--- config.mk ---
export PLATFORM = sky130hd
export DESIGN_NAME = cache_mshr_file_flat
export DESIGN_NICKNAME = d
export VERILOG_FILES = /design/src/rtl/cache_types_pkg.sv /design/src/rtl/cache_mshr_file_if.sv /design/src/rtl/mshr_index_fifo.sv /design/src/rtl/cache_mshr_file.sv /design/src/flat_wrapper.sv
export SDC_FILE = /design/constraint.sdc
export NUM_CORES = 2
export LEC_CHECK = 0
export CAP_MARGIN = 20
export CORE_ASPECT_RATIO = 1.2
export CORE_MARGIN = 8
export CORE_UTILIZATION = 40
export DETAILED_ROUTE_END_ITERATION = 6
export PLACE_DENSITY = 0.53
export SKIP_LAST_GASP = 1
export SYNTH_ARGS = -nofsm -noshare
export SYNTH_HDL_FRONTEND = slang
export SYNTH_SLANG_ARGS = --single-unit
--- constraint.sdc ---
create_clock -name CLK -period 18.39 [get_ports CLK]
set_clock_uncertainty 0.05 [all_clocks]
set_input_delay 5.517 -clock CLK [delete_from_list [all_inputs] [get_ports CLK]]
set_output_delay 5.517 -clock CLK [all_outputs]
set_load 0.1 [all_outputs]
--- src/rtl/cache_types_pkg.sv ---
// Shared MSHR types: entry lifecycle enum, per-entry record, and the
// widths the entry record is built from.
package cache_types_pkg;

    localparam int MSHR_ENTRIES     = 8;
    localparam int MSHR_BLOCK_WORDS = 4;
    localparam int MSHR_WORD_W      = 32;
    localparam int MSHR_ADDR_W      = 32;
    localparam int MSHR_UUID_W      = 8;

    localparam int MSHR_IDX_W  = $clog2(MSHR_ENTRIES);
    localparam int MSHR_SEQ_W  = MSHR_UUID_W - MSHR_IDX_W;
    localparam int MSHR_WIDX_W = $clog2(MSHR_BLOCK_WORDS);
    localparam int MSHR_OFF_W  = MSHR_WIDX_W + $clog2(MSHR_WORD_W / 8);
    localparam int MSHR_OCC_W  = $clog2(MSHR_ENTRIES + 1);

    typedef enum logic [1:0] {
        FREE   = 2'd0,
        PEND   = 2'd1,
        ISSUED = 2'd2
    } mshr_state_t;

    typedef struct packed {
        mshr_state_t                              state;
        logic [MSHR_UUID_W-1:0]                   uuid;
        logic [MSHR_ADDR_W-1:0]                   block_addr;
        logic [MSHR_BLOCK_WORDS-1:0]              write_status;
        logic [MSHR_BLOCK_WORDS*MSHR_WORD_W-1:0]  write_block;
    } mshr_entry_t;

endpackage

--- src/rtl/cache_mshr_file_if.sv ---
// Miss-request, memory-issue and fill-return signals of the MSHR file.
// master = bank/memory side, slave = the MSHR file.
interface cache_mshr_file_if
    import cache_types_pkg::*;
#(
    parameter int BLOCK_WORDS = MSHR_BLOCK_WORDS,
    parameter int WORD_W      = MSHR_WORD_W,
    parameter int ADDR_W      = MSHR_ADDR_W,
    parameter int UUID_W      = MSHR_UUID_W
);
    logic                          req_valid;
    logic                          req_ready;
    logic                          req_rw;
    logic [ADDR_W-1:0]             req_addr;
    logic [WORD_W-1:0]             req_data;
    logic [UUID_W-1:0]             req_uuid;
    logic                          req_merged;

    logic                          issue_valid;
    logic                          issue_ready;
    logic [UUID_W-1:0]             issue_uuid;
    logic [ADDR_W-1:0]             issue_block_addr;
    logic [BLOCK_WORDS-1:0]        issue_write_status;
    logic [BLOCK_WORDS*WORD_W-1:0] issue_write_block;

    logic                          fill_valid;
    logic [UUID_W-1:0]             fill_uuid;
    logic                          fill_err;

    modport master (
        output req_valid, req_rw, req_addr, req_data, issue_ready, fill_valid, fill_uuid,
        input  req_ready, req_uuid, req_merged, issue_valid, issue_uuid, issue_block_addr,
               issue_write_status, issue_write_block, fill_err
    );

    modport slave (
        input  req_valid, req_rw, req_addr, req_data, issue_ready, fill_valid, fill_uuid,
        output req_ready, req_uuid, req_merged, issue_valid, issue_uuid, issue_block_addr,
               issue_write_status, issue_write_block, fill_err
    );
endinterface

--- src/rtl/mshr_index_fifo.sv ---
// In-order queue of PEND entry indices; head visible combinationally, push lands next cycle.
// No full flag: it only ever holds PEND entries, so it cannot be overfilled.
module mshr_index_fifo #(
    parameter int DEPTH = 8,
    parameter int W     = 3
) (
    input  logic         CLK,
    input  logic         RST,
    input  logic         push,
    input  logic [W-1:0] push_dat,
    input  logic         pop,
    output logic [W-1:0] head_dat,
    output logic         empty
);
    localparam int PW = $clog2(DEPTH);

    logic [W-1:0] mem [DEPTH];
    logic [PW:0]  wr_q;
    logic [PW:0]  rd_q;

    // Top pointer bit is the wrap phase, so a full queue never reads as empty.
    always_ff @(posedge CLK) begin
        if (RST) begin
            wr_q <= '0;
            rd_q <= '0;
        end else begin
            if (push) wr_q <= wr_q + (PW+1)'(1);
            if (pop)  rd_q <= rd_q + (PW+1)'(1);
        end
    end

    always_ff @(posedge CLK) begin
        if (push) mem[wr_q[PW-1:0]] <= push_dat;
    end

    assign head_dat = mem[rd_q[PW-1:0]];
    assign empty    = (wr_q == rd_q);
endmodule

--- src/rtl/cache_mshr_file.sv ---
// MSHR file: allocates/merges block misses, issues in allocation order, retires on UUID fill.
// Request accept is same-cycle; req_ready drops on a busy match or no free slot, issue holds on !issue_ready.
module cache_mshr_file
    import cache_types_pkg::*;
#(
    parameter int ENTRIES     = MSHR_ENTRIES,
    parameter int BLOCK_WORDS = MSHR_BLOCK_WORDS,
    parameter int WORD_W      = MSHR_WORD_W,
    parameter int ADDR_W      = MSHR_ADDR_W,
    parameter int UUID_W      = MSHR_UUID_W
) (
    input  logic                         CLK,
    input  logic                         RST,
    cache_mshr_file_if.slave             bus,
    output logic [$clog2(ENTRIES+1)-1:0] occupancy,
    output logic                         empty,
    output logic                         full
);
    localparam int IDX_W  = $clog2(ENTRIES);
    localparam int SEQ_W  = UUID_W - IDX_W;
    localparam int WIDX_W = $clog2(BLOCK_WORDS);
    localparam int OFF_W  = WIDX_W + $clog2(WORD_W / 8);
    localparam int OCC_W  = $clog2(ENTRIES + 1);

    mshr_entry_t        ent_q [ENTRIES];
    logic [SEQ_W-1:0]   seq_q;
    logic [OCC_W-1:0]   occ_q;
    logic               fill_err_q;

    logic [ADDR_W-1:0]  req_blk;
    logic [WIDX_W-1:0]  req_widx;
    logic               hit, free_avail, retire;
    logic [IDX_W-1:0]   hit_idx, free_idx, retire_idx, head_idx;
    logic               fifo_empty, issue_fire, alloc, merge;

    assign req_blk  = bus.req_addr & ~ADDR_W'((1 << OFF_W) - 1);
    assign req_widx = bus.req_addr[OFF_W-1 -: WIDX_W];

    always_comb begin
        hit        = 1'b0;
        hit_idx    = '0;
        free_avail = 1'b0;
        free_idx   = '0;
        retire     = 1'b0;
        retire_idx = '0;
        for (int i = 0; i < ENTRIES; i++) begin
            if (ent_q[i].state == FREE && !free_avail) begin
                free_avail = 1'b1;
                free_idx   = IDX_W'(i);
            end
            if (ent_q[i].state != FREE && ent_q[i].block_addr == req_blk) begin
                hit     = 1'b1;
                hit_idx = IDX_W'(i);
            end
            // An entry issuing this very cycle is still PEND, so its fill is an error.
            if (bus.fill_valid && ent_q[i].state == ISSUED && ent_q[i].uuid == bus.fill_uuid) begin
                retire     = 1'b1;
                retire_idx = IDX_W'(i);
            end
        end
    end

    assign issue_fire = !fifo_empty && bus.issue_ready;

    always_comb begin
        bus.req_ready = free_avail;
        if (hit) begin
            bus.req_ready = (ent_q[hit_idx].state == PEND) && !(issue_fire && head_idx == hit_idx);
        end
    end

    assign merge = bus.req_valid && bus.req_ready && hit;
    assign alloc = bus.req_valid && bus.req_ready && !hit;

    assign bus.req_merged = merge;
    assign bus.req_uuid   = merge ? ent_q[hit_idx].uuid :
                            alloc ? {seq_q, free_idx} : '0;

    mshr_index_fifo #(.DEPTH(ENTRIES), .W(IDX_W)) u_index_fifo (
        .CLK      (CLK),
        .RST      (RST),
        .push     (alloc),
        .push_dat (free_idx),
        .pop      (issue_fire),
        .head_dat (head_idx),
        .empty    (fifo_empty)
    );

    assign bus.issue_valid        = !fifo_empty;
    assign bus.issue_uuid         = fifo_empty ? '0 : ent_q[head_idx].uuid;
    assign bus.issue_block_addr   = fifo_empty ? '0 : ent_q[head_idx].block_addr;
    assign bus.issue_write_status = fifo_empty ? '0 : ent_q[head_idx].write_status;
    assign bus.issue_write_block  = fifo_empty ? '0 : ent_q[head_idx].write_block;

    always_ff @(posedge CLK) begin
        if (RST) begin
            for (int i = 0; i < ENTRIES; i++) ent_q[i] <= '0;
            seq_q      <= '0;
            occ_q      <= '0;
            fill_err_q <= 1'b0;
        end else begin
            // Alloc, merge, issue and retire always touch different entries.
            if (alloc) begin
                ent_q[free_idx].state        <= PEND;
                ent_q[free_idx].uuid         <= {seq_q, free_idx};
                ent_q[free_idx].block_addr   <= req_blk;
                ent_q[free_idx].write_status <= bus.req_rw ? (BLOCK_WORDS'(1) << req_widx) : '0;
                ent_q[free_idx].write_block  <= bus.req_rw ?
                    ((BLOCK_WORDS*WORD_W)'(bus.req_data) << (req_widx * WORD_W)) : '0;
                seq_q <= seq_q + SEQ_W'(1);
            end
            if (merge && bus.req_rw) begin
                ent_q[hit_idx].write_status[req_widx]                    <= 1'b1;
                ent_q[hit_idx].write_block[req_widx*WORD_W +: WORD_W]    <= bus.req_data;
            end
            if (issue_fire) ent_q[head_idx].state   <= ISSUED;
            if (retire)     ent_q[retire_idx].state <= FREE;
            occ_q      <= occ_q + OCC_W'(alloc) - OCC_W'(retire);
            fill_err_q <= bus.fill_valid && !retire;
        end
    end

    assign bus.fill_err = fill_err_q;
    assign occupancy    = occ_q;
    assign empty        = (occ_q == '0);
    assign full         = (occ_q == OCC_W'(ENTRIES));
endmodule

--- src/flat_wrapper.sv ---
// flat-port wrapper written by rule: the top's interface ports become plain ports
module cache_mshr_file_flat import cache_types_pkg::*;
#(
    parameter int ENTRIES     = MSHR_ENTRIES,
    parameter int BLOCK_WORDS = MSHR_BLOCK_WORDS,
    parameter int WORD_W      = MSHR_WORD_W,
    parameter int ADDR_W      = MSHR_ADDR_W,
    parameter int UUID_W      = MSHR_UUID_W
)
  (CLK, RST, occupancy, empty, full, bus_req_valid, bus_req_rw, bus_req_addr, bus_req_data, bus_issue_ready, bus_fill_valid, bus_fill_uuid, bus_req_ready, bus_req_uuid, bus_req_merged, bus_issue_valid, bus_issue_uuid, bus_issue_block_addr, bus_issue_write_status, bus_issue_write_block, bus_fill_err);
  cache_mshr_file_if #(.BLOCK_WORDS(BLOCK_WORDS), .WORD_W(WORD_W), .ADDR_W(ADDR_W), .UUID_W(UUID_W)) bus_i ();
  input  logic CLK;
  input  logic RST;
  output logic [$clog2(ENTRIES+1)-1:0] occupancy;
  output logic empty;
  output logic full;
  input wire logic [$bits(bus_i.req_valid)-1:0] bus_req_valid;
  input wire logic [$bits(bus_i.req_rw)-1:0] bus_req_rw;
  input wire logic [$bits(bus_i.req_addr)-1:0] bus_req_addr;
  input wire logic [$bits(bus_i.req_data)-1:0] bus_req_data;
  input wire logic [$bits(bus_i.issue_ready)-1:0] bus_issue_ready;
  input wire logic [$bits(bus_i.fill_valid)-1:0] bus_fill_valid;
  input wire logic [$bits(bus_i.fill_uuid)-1:0] bus_fill_uuid;
  output wire logic [$bits(bus_i.req_ready)-1:0] bus_req_ready;
  output wire logic [$bits(bus_i.req_uuid)-1:0] bus_req_uuid;
  output wire logic [$bits(bus_i.req_merged)-1:0] bus_req_merged;
  output wire logic [$bits(bus_i.issue_valid)-1:0] bus_issue_valid;
  output wire logic [$bits(bus_i.issue_uuid)-1:0] bus_issue_uuid;
  output wire logic [$bits(bus_i.issue_block_addr)-1:0] bus_issue_block_addr;
  output wire logic [$bits(bus_i.issue_write_status)-1:0] bus_issue_write_status;
  output wire logic [$bits(bus_i.issue_write_block)-1:0] bus_issue_write_block;
  output wire logic [$bits(bus_i.fill_err)-1:0] bus_fill_err;
  assign bus_i.req_valid = bus_req_valid;
  assign bus_i.req_rw = bus_req_rw;
  assign bus_i.req_addr = bus_req_addr;
  assign bus_i.req_data = bus_req_data;
  assign bus_i.issue_ready = bus_issue_ready;
  assign bus_i.fill_valid = bus_fill_valid;
  assign bus_i.fill_uuid = bus_fill_uuid;
  assign bus_req_ready = bus_i.req_ready;
  assign bus_req_uuid = bus_i.req_uuid;
  assign bus_req_merged = bus_i.req_merged;
  assign bus_issue_valid = bus_i.issue_valid;
  assign bus_issue_uuid = bus_i.issue_uuid;
  assign bus_issue_block_addr = bus_i.issue_block_addr;
  assign bus_issue_write_status = bus_i.issue_write_status;
  assign bus_issue_write_block = bus_i.issue_write_block;
  assign bus_fill_err = bus_i.fill_err;
  cache_mshr_file #(.ENTRIES(ENTRIES), .BLOCK_WORDS(BLOCK_WORDS), .WORD_W(WORD_W), .ADDR_W(ADDR_W), .UUID_W(UUID_W)) u_core (.CLK(CLK), .RST(RST), .bus(bus_i), .occupancy(occupancy), .empty(empty), .full(full));
endmodule
==> out/qor.yml <==
synthesis:
  ys_ff_latch: 1405
  avgSynthCellArea_um2: 9.96
  yosys_warnings: 0
  synth_top_family_by_area: "simple AND/OR/NAND/NOR gates"
  synth_edf_count: 1368
  netlist_area_um2: 69500
  ys_seq_area_share_pct: 60.1
  synth-main-ff-cell: "edfxtp_1"
  synth-simple-area-share_pct: 28.6
  ys_types: 73
  synthAdderAreaFrac_pct: 0.281
  synth.area.mux_share_pct: 0.806
  synth_xor_area_share_pct: 3.88
  synthCells: 6983
  synth_async_sr_flop_share_pct: 0
  synth-compound-area-share_pct: 2.48
timing:
  setup_tns_ns: 0
  worst_pin_slew_ns: 1.22
  layout_worst_path_cycle_share_pct: 91.7
  max_slew_margin_pct: 18.8
  timing.final.crit_period_ns: 16.87
  rsz0062_at_grt: "false"
  maxSlewViolCount: 0
  hold_violations: 0
  max_freq_ghz: 0.0593
  finalSetupViolCount: 0
final_layout:
  fin_cells: 9359
  seqCellArea_um2: 41800
  final_nets: 7048
  nFillCells: 16200
  multi_input_area_um2: 25600
  area_growth_pct: 13.9
  layout-drive-gt1-share_pct: 7.12
detailed_routing:
  viasPerCell: 5.82
  wl_per_cell_um: 28.0
  firstDrtPassIters: 7
  vias: 54500
  drt_iter0_markers: 5984
  drcViolationCount: 0
  antenna_left: 0
  drt_wl_total_um: 262000
global_route:
  grt_pass1_wl_um: 372000
  antenna_found_initial: 10
  grt.total_usage_pct: 26.8
  gr-total-overflow: 0
  grt_max_degree: 196
  grt_pass1_vias: 52000
power:
  power_leakage_nw: 31.2
  power.density_nw_per_um2: 124
  ir_worst_vdd_mv: 0.108
flow_run:
  drv_cap: 0
worst_setup_path:
  crit_path_start_kind: "input port"
  crit_type: "in -> out"
  arrival_ns: 11.30
  end_kind: "output port"
  worstPathRequired_ns: 12.82
  cp_max_fo: 23
clocking:
  postCtsResizedCells: 0
  path_clk_slew_ns: 0.05
  postCtsHoldBufs: 0
  clk_latency_ns: 0.81
  post_cts.repair.setup_buffers: 0
  clkSinkCount: 1405
  root_buffer: "clkbuf_16"
  cts_tree: "done"
  cts_made_buffers: 155
  clk_path_buf_depth: 3
  h-tree-depth: 4
placement:
  hpwl_um: 149000
  place_inst: 9072
  place_congestion: 0.945
  portBuffers: 261
die:
  core-area_um2: 173000
  pin_count: 268
  die_area_um2: 187000
  start_util_pct: 40.3
  rows: 167
  fp.dieH_um: 473
  die_w_um: 397
worst_hold_path:
  worstHoldPathType: "reg -> reg"
outcome:
  outcome: "finished clean"
-- kinds of logic after synthesis --
kind of cell	count (synthesis)
compound gates	308
xor+xnor	308
fa+ha+maj	15
buf+inv	660
flops	1405
mux	47
other cells	1
simple gates	4239
-- worst paths after layout --
check	cells after the start	from	end	slack [ns]
setup / recovery	14	bus_req_addr[18]	bus_req_merged	1.52
hold / removal	2	u_core.u_index_fifo.rd_q[1]	flop	0.48
setup reg to reg	12	u_core.ent_q[6][169]	u_core.ent_q[4][29]	10.83
hold reg to reg	2	u_core.u_index_fifo.rd_q[1]	flop	0.48
-- stage by stage --
step	cell area, um2	worst slack [ns]	hold slack [ns]	power, mW	util (%)
3_5_place_dp	74300	1.68	0.480	6.85	43.0
2_1_floorplan	69600	2.25	0.441	5.80	-
3_3_place_gp	74100	1.70	0.472	6.83	43.0
4_1_cts	79100	1.67	0.489	9.87	45.8
5_1_grt	79200	1.42	0.513	10.1	45.9
6_report	79200	1.52	0.485	9.84	45.9
-- layer usage --
layer	vias up	global-route usage [%]	routed length [um]	part of all wire, %
li1	24300	-	-	-
met1	27100	35.0	105000	40
met5	-	0	7	0.0027
met3	515	4.70	20900	8.0
met4	2	11.6	12100	4.6
met2	2591	43.8	123000	47
-- area by class of cell --
class	count	share of cell area [%]
well taps	2281	3.60
clock inverters	78	0.870
repair buffers	427	5.10
diodes	3	0.00948
multi-input cells	4933	32.3
inverters	33	0.156
flip-flops and latches	1405	52.8
clock buffers	199	5.22
-- power by group --
group          switching [mW]  internal (mW)  leakage [nW]
Combinational            2.41          0.628          14.4
Sequential             0.0891           3.68          14.5
Clock                    1.34           1.71          2.34
-- worst max-delay path, stage by stage --
cell,delay [ns]
clkdlybuf4s50_1,0.88
xor2_1,0.18
nor4_1,0.35
nand4_1,0.23
and4b_1,0.88
nor2_1,0.22
a21boi_2,0.22
buf_4,0.23
a31oi_1,0.23
a21boi_0,0.35
o211a_1,0.36
nand2_1,0.35
inv_1,0.12
clkdlybuf4s50_1,1.15
-- cell usage after synthesis, types with 3 or more instances --
cell type  number  area, um2
o21ai_0        28        140
nor4_1         62        388
nand3_1      1043       5220
buf_2          58        290
and2_0          8       50.1
and4_1          3       26.3
nand2_1      1522       5710
o22ai_1         3       18.8
inv_1          32        120
o2bb2ai_1       3       26.3
edfxtp_1     1368      41100
o21a_1          6       45.0
or2_2          14       87.6
nand2b_1        5       31.3
dfxtp_1        37        741
mux2i_1        29        290
o21ai_1         3       15.0
ha_1           14        175
or3_1           4       25.0
and4b_1         4       40.0
a21oi_1       227       1140
buf_1          27        101
nand4_1        44        275
nor3b_1         4       30.0
clkbuf_1      521       1960
xor2_1        212       1860
nor4b_1         4       35.0
nand4b_1        8       70.1
mux2_2         12        135
and2_1        113        707
a31o_2          4       35.0
nor3_1         48        240
clkbuf_2        3       15.0
nor2_1        626       2350
and3b_1         5       43.8
and3_1        680       4250
o21bai_1        3       22.5
buf_4          18        135
xnor2_1        96        841
mux4_2          6        135
nor4bb_1        3       30.0
or4_1          10       75.1
nor2b_1        21        131
a31oi_1         5       31.3
-- registers in the layout (all words and copies together) (netlist names), named ones only --
name / count
u_core.ent_q: 1360
u_core.u_index_fifo.mem: 24
u_core.seq_q: 5
u_core.occupancy: 4
u_core.u_index_fifo.rd_q: 4
u_core.u_index_fifo.wr_q: 4
u_core.bus.fill_err: 1
-- placed cells by master, fill, tap and decap left out, types with 31 or more instances in the layout --
| master | n |
|---|---|
| nand4_1 | 44 |
| nand2_1 | 1497 |
| xor2_1 | 212 |
| inv_1 | 31 |
| nor3_1 | 46 |
| buf_4 | 165 |
| clkbuf_1 | 39 |
| nor4_1 | 61 |
| dfxtp_1 | 37 |
| and2_1 | 117 |
| a21oi_1 | 227 |
| and3_1 | 679 |
| xnor2_1 | 96 |
| edfxtp_1 | 1368 |
| clkbuf_16 | 159 |
| clkinv_1 | 38 |
| clkdlybuf4s50_1 | 238 |
| nor2_1 | 622 |
| nand3_1 | 1027 |
No activity file was read; power rests on OpenSTA's default activity.
